<file path="src/rtl/mem_bus_pkg.sv">
// Shared constants for the MEM-stage bus arbiter: default widths, word size
// and the arbiter state encoding.
package mem_bus_pkg;

    localparam int DATA_W_DEF     = 32;
    localparam int ADDR_W_DEF     = 32;
    localparam int LEN_W_DEF      = 4;
    localparam int STARVE_MAX_DEF = 4;

    localparam int WORD_BYTES = 4;
    localparam int WORD_SHIFT = $clog2(WORD_BYTES);

    localparam logic [0:0] OWN_CPU = 1'b0;
    localparam logic [0:0] OWN_DMA = 1'b1;

endpackage

</file>
<file path="src/rtl/dma_beat_counter.sv">
// Burst address generator: latches the word-aligned base and length when a
// burst is granted, advances one word per acknowledged beat, and flags the
// final beat.
module dma_beat_counter
    import mem_bus_pkg::*;
#(
    parameter int ADDR_W = ADDR_W_DEF,
    parameter int LEN_W  = LEN_W_DEF
) (
    input  logic              clk,
    input  logic              reset,
    input  logic              load,
    input  logic [ADDR_W-1:0] base_in,
    input  logic [LEN_W-1:0]  len_in,
    input  logic              inc,
    output logic [ADDR_W-1:0] addr,
    output logic              last
);

    logic [ADDR_W-1:0] base_q, base_d;
    logic [LEN_W-1:0]  len_q, len_d;
    logic [LEN_W-1:0]  beat_q, beat_d;

    // Next-state: a load restarts the burst at beat 0, an ack advances it.
    always_comb begin
        base_d = base_q;
        len_d  = len_q;
        beat_d = beat_q;
        if (load) begin
            base_d = base_in & ~ADDR_W'(WORD_BYTES - 1);
            len_d  = len_in;
            beat_d = '0;
        end else if (inc) begin
            beat_d = beat_q + 1'b1;
        end
    end

    // Burst registers, cleared so a reset-aborted burst leaves nothing behind.
    always_ff @(posedge clk or posedge reset) begin
        if (reset) begin
            base_q <= '0;
            len_q  <= '0;
            beat_q <= '0;
        end else begin
            base_q <= base_d;
            len_q  <= len_d;
            beat_q <= beat_d;
        end
    end

    // Byte address of the current beat; wraps silently at the top of memory.
    always_comb begin
        addr = base_q + (ADDR_W'(beat_q) << WORD_SHIFT);
        last = (beat_q == len_q);
    end

endmodule

</file>
<file path="src/rtl/mem_bus_arbiter.sv">
// MEM-stage bus arbiter between the pipeline (fixed priority) and the UART
// loader DMA. A starvation counter forces a DMA grant once the pipeline has
// kept the bus busy for STARVE_MAX consecutive requested cycles.
//
//  state   | meaning
//  --------+-------------------------------------------------------------
//  OWN_CPU | pipeline drives the bus; DMA requests are arbitrated here
//  OWN_DMA | DMA burst in progress; pipeline memory accesses are stalled
module mem_bus_arbiter
    import mem_bus_pkg::*;
#(
    parameter int DATA_W     = DATA_W_DEF,
    parameter int ADDR_W     = ADDR_W_DEF,
    parameter int LEN_W      = LEN_W_DEF,
    parameter int STARVE_MAX = STARVE_MAX_DEF
) (
    input  logic              clk,
    input  logic              reset,
    input  logic              cpu_rd,
    input  logic              cpu_wr,
    input  logic [ADDR_W-1:0] cpu_addr,
    input  logic [DATA_W-1:0] cpu_wdata,
    output logic [DATA_W-1:0] cpu_rdata,
    output logic              cpu_stall,
    input  logic              dma_req,
    input  logic              dma_wr,
    input  logic [ADDR_W-1:0] dma_addr,
    input  logic [LEN_W-1:0]  dma_len,
    input  logic [DATA_W-1:0] dma_wdata,
    output logic              dma_gnt,
    output logic              dma_ack,
    output logic [DATA_W-1:0] dma_rdata,
    output logic              dma_done,
    output logic              bus_rd,
    output logic              bus_wr,
    output logic [ADDR_W-1:0] bus_addr,
    output logic [DATA_W-1:0] bus_wdata,
    input  logic [DATA_W-1:0] bus_rdata
);

    localparam int STARVE_W = (STARVE_MAX < 2) ? 1 : $clog2(STARVE_MAX);
    localparam logic [STARVE_W-1:0] STARVE_LAST = STARVE_W'(STARVE_MAX - 1);

    logic [0:0]          state_q, state_d;
    logic [STARVE_W-1:0] starve_q, starve_d;
    logic                wr_q, wr_d;

    logic              cpu_busy;
    logic              grant;
    logic              cnt_load;
    logic              cnt_inc;
    logic [ADDR_W-1:0] cnt_addr;
    logic              cnt_last;

    assign cpu_busy = cpu_rd | cpu_wr;
    assign grant    = (state_q == OWN_CPU) && dma_req
                      && (!cpu_busy || (starve_q == STARVE_LAST));
    assign cnt_load = grant;
    assign cnt_inc  = (state_q == OWN_DMA) && dma_req;
    // Grant is a flop output, so the DMA never sees a combinational glitch.
    assign dma_gnt  = (state_q == OWN_DMA);

    dma_beat_counter #(
        .ADDR_W (ADDR_W),
        .LEN_W  (LEN_W)
    ) u_beat_cnt (
        .clk     (clk),
        .reset   (reset),
        .load    (cnt_load),
        .base_in (dma_addr),
        .len_in  (dma_len),
        .inc     (cnt_inc),
        .addr    (cnt_addr),
        .last    (cnt_last)
    );

    // Arbitration, starvation tracking and bus muxing from the current owner.
    always_comb begin
        state_d   = state_q;
        starve_d  = starve_q;
        wr_d      = wr_q;
        bus_rd    = 1'b0;
        bus_wr    = 1'b0;
        bus_addr  = '0;
        bus_wdata = '0;
        cpu_rdata = '0;
        cpu_stall = 1'b0;
        dma_ack   = 1'b0;
        dma_rdata = '0;
        dma_done  = 1'b0;

        if (state_q == OWN_CPU) begin
            bus_rd    = cpu_rd;
            bus_wr    = cpu_wr;
            bus_addr  = cpu_addr;
            bus_wdata = cpu_wdata;
            cpu_rdata = bus_rdata;
            if (grant) begin
                state_d  = OWN_DMA;
                starve_d = '0;
                wr_d     = dma_wr;
            end else if (dma_req) begin
                starve_d = starve_q + 1'b1;
            end else begin
                starve_d = '0;
            end
        end else begin
            bus_addr  = cnt_addr;
            bus_wdata = dma_wdata;
            bus_wr    = wr_q & dma_req;
            bus_rd    = ~wr_q & dma_req;
            dma_ack   = dma_req;
            dma_rdata = bus_rdata;
            // Only memory instructions collide with the burst.
            cpu_stall = cpu_busy;
            if (!dma_req) begin
                state_d = OWN_CPU;
            end else if (cnt_last) begin
                dma_done = 1'b1;
                state_d  = OWN_CPU;
            end
        end

        // Pipeline pass-through is combinational, so reset must mask it too.
        if (reset) begin
            bus_rd    = 1'b0;
            bus_wr    = 1'b0;
            bus_addr  = '0;
            bus_wdata = '0;
            cpu_rdata = '0;
            cpu_stall = 1'b0;
            dma_ack   = 1'b0;
            dma_rdata = '0;
            dma_done  = 1'b0;
        end
    end

    // Owner, starvation count and latched burst direction.
    always_ff @(posedge clk or posedge reset) begin
        if (reset) begin
            state_q  <= OWN_CPU;
            starve_q <= '0;
            wr_q     <= 1'b0;
        end else begin
            state_q  <= state_d;
            starve_q <= starve_d;
            wr_q     <= wr_d;
        end
    end

endmodule
</file>
<file path="config.mk">
export PLATFORM = sky130hd
export DESIGN_NAME = mem_bus_arbiter
export DESIGN_NICKNAME = d
export VERILOG_FILES = /design/src/rtl/mem_bus_pkg.sv /design/src/rtl/dma_beat_counter.sv /design/src/rtl/mem_bus_arbiter.sv
export SDC_FILE = /design/constraint.sdc
export NUM_CORES = 1
export LEC_CHECK = 0
export ABC_AREA = 1
export BUFFER_PORTS_ARGS = -buffer_cell sky130_fd_sc_hd__buf_2
export CORE_MARGIN = 10
export CORE_UTILIZATION = 40
export DETAILED_ROUTE_END_ITERATION = 7
export GPL_ROUTABILITY_DRIVEN = 1
export GPL_TIMING_DRIVEN = 1
export HOLD_SLACK_MARGIN = 0.06
export PLACE_DENSITY_LB_ADDON = 0.12
export SYNTH_ARGS = -nofsm -noshare
export SYNTH_HDL_FRONTEND = slang
export SYNTH_SLANG_ARGS = --single-unit
</file>
<file path="constraint.sdc">
create_clock -name clk -period 2.85 [get_ports clk]
set_input_delay 0.57 -clock clk [delete_from_list [all_inputs] [get_ports clk]]
set_output_delay 0.57 -clock clk [all_outputs]
set_load 0.03 [all_outputs]
</file>
==> metrics.cfg <==
[drt]
drt-total-wl_mm = 19.37
drc = 0
routed_wire_length_per_instance_microns = 18.21
firstDrtPassIters = 5
routed_via_count = 5290
drt.antenna.violating_nets = 0
dr.first_iter.drc_count = 470
post_drt_via_cell_ratio = 4.972

[critical_path]
worst_setup_path_start_kind = register
timing.critical_path.to_type = primary output
critPathMaxFanout = 5
timing.setup.critical_path_class = reg -> out
worst-endpoint-arrival_ns = 2.23
required_time_of_the_worst_setup_path_ns = 2.28

[global_routing]
grt_pass1_wl_mm = 28.84
global_route.usage.total_pct = 25.47
first_global_vias = 4939
congestion_overflow_gr = 0
grt_antenna_before_repair = 0
maximum_number_of_pins_on_one_net_before_global_route_repair = 65

[clock_network]
number_of_h_tree_levels = 2
root_buffer = sky130_fd_sc_hd__clkbuf_8
bufs_on_longest_clock_path = 2
cts_inserted_buffers = 5
worstSkewPairLatency_ns = 0.31
tritoncts = built
clk_transition_reported_paths_ns = 0.09
cts.sink_count = 42

[placement]
hpwl_mm = 15.86
placement.io_buffers = 301
globalplace.congestion = 0.9909

[finish]
drive_gt1_share_pct = 37.54
flow.area_growth_from_synthesis_pct = 49.08
final_core_util_pct = 61.45
fill_cells = 914
final_common_cell = sky130_fd_sc_hd__buf_2
finish.net_count = 1111
antenna_cells = 0
layout.cells.most_common_list = sky130_fd_sc_hd__buf_2, sky130_fd_sc_hd__nand2_1, sky130_fd_sc_hd__nor2_1

[sta]
finClkSkew_ns = 0.005750
tightest_slew_ns = 0.7697
max_freq_mhz = 356.5
relSlewSlack_pct = 48.63
min_period_over_period_pct = 98.42
setup-violations-final = 0
hold_viol = 0
post-route-min-period_ns = 2.805
timing_max_transition_violations_final = 0

[floorplanning]
boundaryPins = 304
floorplan.die.width_microns = 117.6
die_area_sq_mm = 0.01383
die_height_microns = 117.6
initial_core_util_pct = 41.22
core.rowCount = 35
core-area_sq_mm = 0.009240

[synth]
netlist.area_leader.share_pct = 27.60
synth_cells = 636
synth_cell_type_count = 29
netlist.top_cell.by_area = sky130_fd_sc_hd__dfrtp_1
synth-warning-count = 0
syn-mean-instance-area_sq_um = 5.988
synth_nets = 813
mappedNetlistArea_sq_mm = 0.003809
yosys_register_bits = 42
yosysSeqAreaShare_pct = 27.60
synth.top_cells.by_area = sky130_fd_sc_hd__dfrtp_1, sky130_fd_sc_hd__nand2_1, sky130_fd_sc_hd__nor2_1

[worst_hold_path]
hold_path_class = in -> reg

[power_and_ir_drop]
power.density_mw_per_mm2 = 761.6
ir_worst_vdd_mv = 0.4053
design_power_total_mw = 4.324
power.leakage_nw = 3.448

[status]
outcome = finished clean

[job]
cap_violations = 0

## cell families after synthesis
logic type | share of synthesized area, %
AND/OR/NAND/NOR | 43.23
XOR/XNOR | 1.839
flip-flops | 27.60
buffers and inverters | 11.30
AO/OA/AOI/OAI | 13.53
adder cells (fa/ha/maj) | 2.497
## metal layers
layer	track usage [%]	part of all wire (%)
met4	5.410	1.6
met1	29.77	40
met5	0	0
met3	6.379	7.4
met2	45.59	51
## worst paths after layout
kind | from | end | slack (ns) | cells past startpoint
min | dma_addr[3] | u_beat_cnt.base_q[3] | 0.44 | 3
min in group asynchronous | reset | u_beat_cnt.beat_q[2] | 0.46 | 2
max | u_beat_cnt.beat_q[0] | bus_addr[30] | 0.05 | 12
max reg2reg | starve_q[0] | u_beat_cnt.base_q[9] | 1.26 | 7
min reg2reg | starve_q[0] | starve_q[0] | 0.50 | 1
max in group asynchronous | reset | u_beat_cnt.base_q[9] | 1.80 | 3
## synthesized netlist by cell type
cell type and instances:
sky130_fd_sc_hd__and2_1 1, sky130_fd_sc_hd__nand4_1 9, sky130_fd_sc_hd__a21oi_1 5, sky130_fd_sc_hd__xnor2_1 4
sky130_fd_sc_hd__inv_2 3, sky130_fd_sc_hd__nand2_1 225, sky130_fd_sc_hd__nand3_1 40, sky130_fd_sc_hd__buf_6 3
sky130_fd_sc_hd__nand3b_1 3, sky130_fd_sc_hd__nand2_2 3, sky130_fd_sc_hd__nor2_2 3, sky130_fd_sc_hd__a22o_1 34
sky130_fd_sc_hd__or2_4 1, sky130_fd_sc_hd__o21ai_1 9, sky130_fd_sc_hd__clkbuf_1 9, sky130_fd_sc_hd__a32o_1 1
sky130_fd_sc_hd__dfrtp_1 42, sky130_fd_sc_hd__buf_2 11, sky130_fd_sc_hd__nand3_4 1, sky130_fd_sc_hd__nor2_1 112
sky130_fd_sc_hd__buf_4 4, sky130_fd_sc_hd__inv_1 71, sky130_fd_sc_hd__fa_1 1, sky130_fd_sc_hd__nor3_1 2
sky130_fd_sc_hd__o21ai_0 26, sky130_fd_sc_hd__o31ai_1 1, sky130_fd_sc_hd__xor2_1 4, sky130_fd_sc_hd__nor2_4 2
sky130_fd_sc_hd__ha_1 6
## metrics by stage
stage / instance area (sq um) / setup TNS, ns / setup WS (ns) / std cells / hold slack [ns]
2_1_floorplan: 3809 / 0 / 0.1940 / 636 / 0.4528
3_3_place_gp: 5424 / 0 / 0.2204 / 1048 / 0.4721
3_5_place_dp: 5424 / 0 / 0.1701 / 1048 / 0.4715
4_1_cts: 5529 / 0 / 0.01467 / 1056 / 0.4375
5_1_grt: 5678 / -0.1831 / -0.03966 / 1064 / 0.4519
6_report: 5678 / 0 / 0.04502 / 1064 / 0.4429
## area by class of cell
cell class	instances	area [sq um]	area share, %
Sequential cell	42	1052	18.53
Clock buffer	5	68.82	1.212
Clock inverter	3	18.77	0.3305
Tap cell	129	161.4	2.843
Timing Repair Buffer	316	1662	29.26
Multi-Input combinational cell	495	2437	42.93
Inverter	74	277.8	4.892
## flip-flops by register name (all words and copies together) (netlist names)
register,count
u_beat_cnt.len_q,4
wr_q,1
u_beat_cnt.beat_q,4
starve_q,2
dma_gnt,1
u_beat_cnt.base_q,30
## worst max-delay path, stage by stage (launching register included)
cell                      delay (ns)
sky130_fd_sc_hd__dfrtp_1        0.42
sky130_fd_sc_hd__ha_4           0.19
sky130_fd_sc_hd__fa_2           0.41
sky130_fd_sc_hd__nand2_2        0.11
sky130_fd_sc_hd__nand3_4        0.09
sky130_fd_sc_hd__nand2_4        0.13
sky130_fd_sc_hd__nor2_1         0.08
sky130_fd_sc_hd__nand2_1        0.07
sky130_fd_sc_hd__nand2_1        0.05
sky130_fd_sc_hd__nand2_1        0.05
sky130_fd_sc_hd__nand2_1        0.06
sky130_fd_sc_hd__nand2_1        0.08
sky130_fd_sc_hd__buf_4          0.16
## what timing repair did
item | CTS | global route
resized for setup | 7 | 21
endpoints found under the setup margin | 11 | 20
hold buffers | 0 | 0
gates cloned | 0 | 2
buffers inserted | 0 | 6
pin swaps | 1 | 6
## report_power, final
group / switching, mW / internal [mW] / total, mW
registers: 0.326 / 0.871 / 1.20
logic: 1.83 / 0.896 / 2.72
clock network: 0.232 / 0.173 / 0.405
Note: power is estimated with default switching activity, not from simulation.
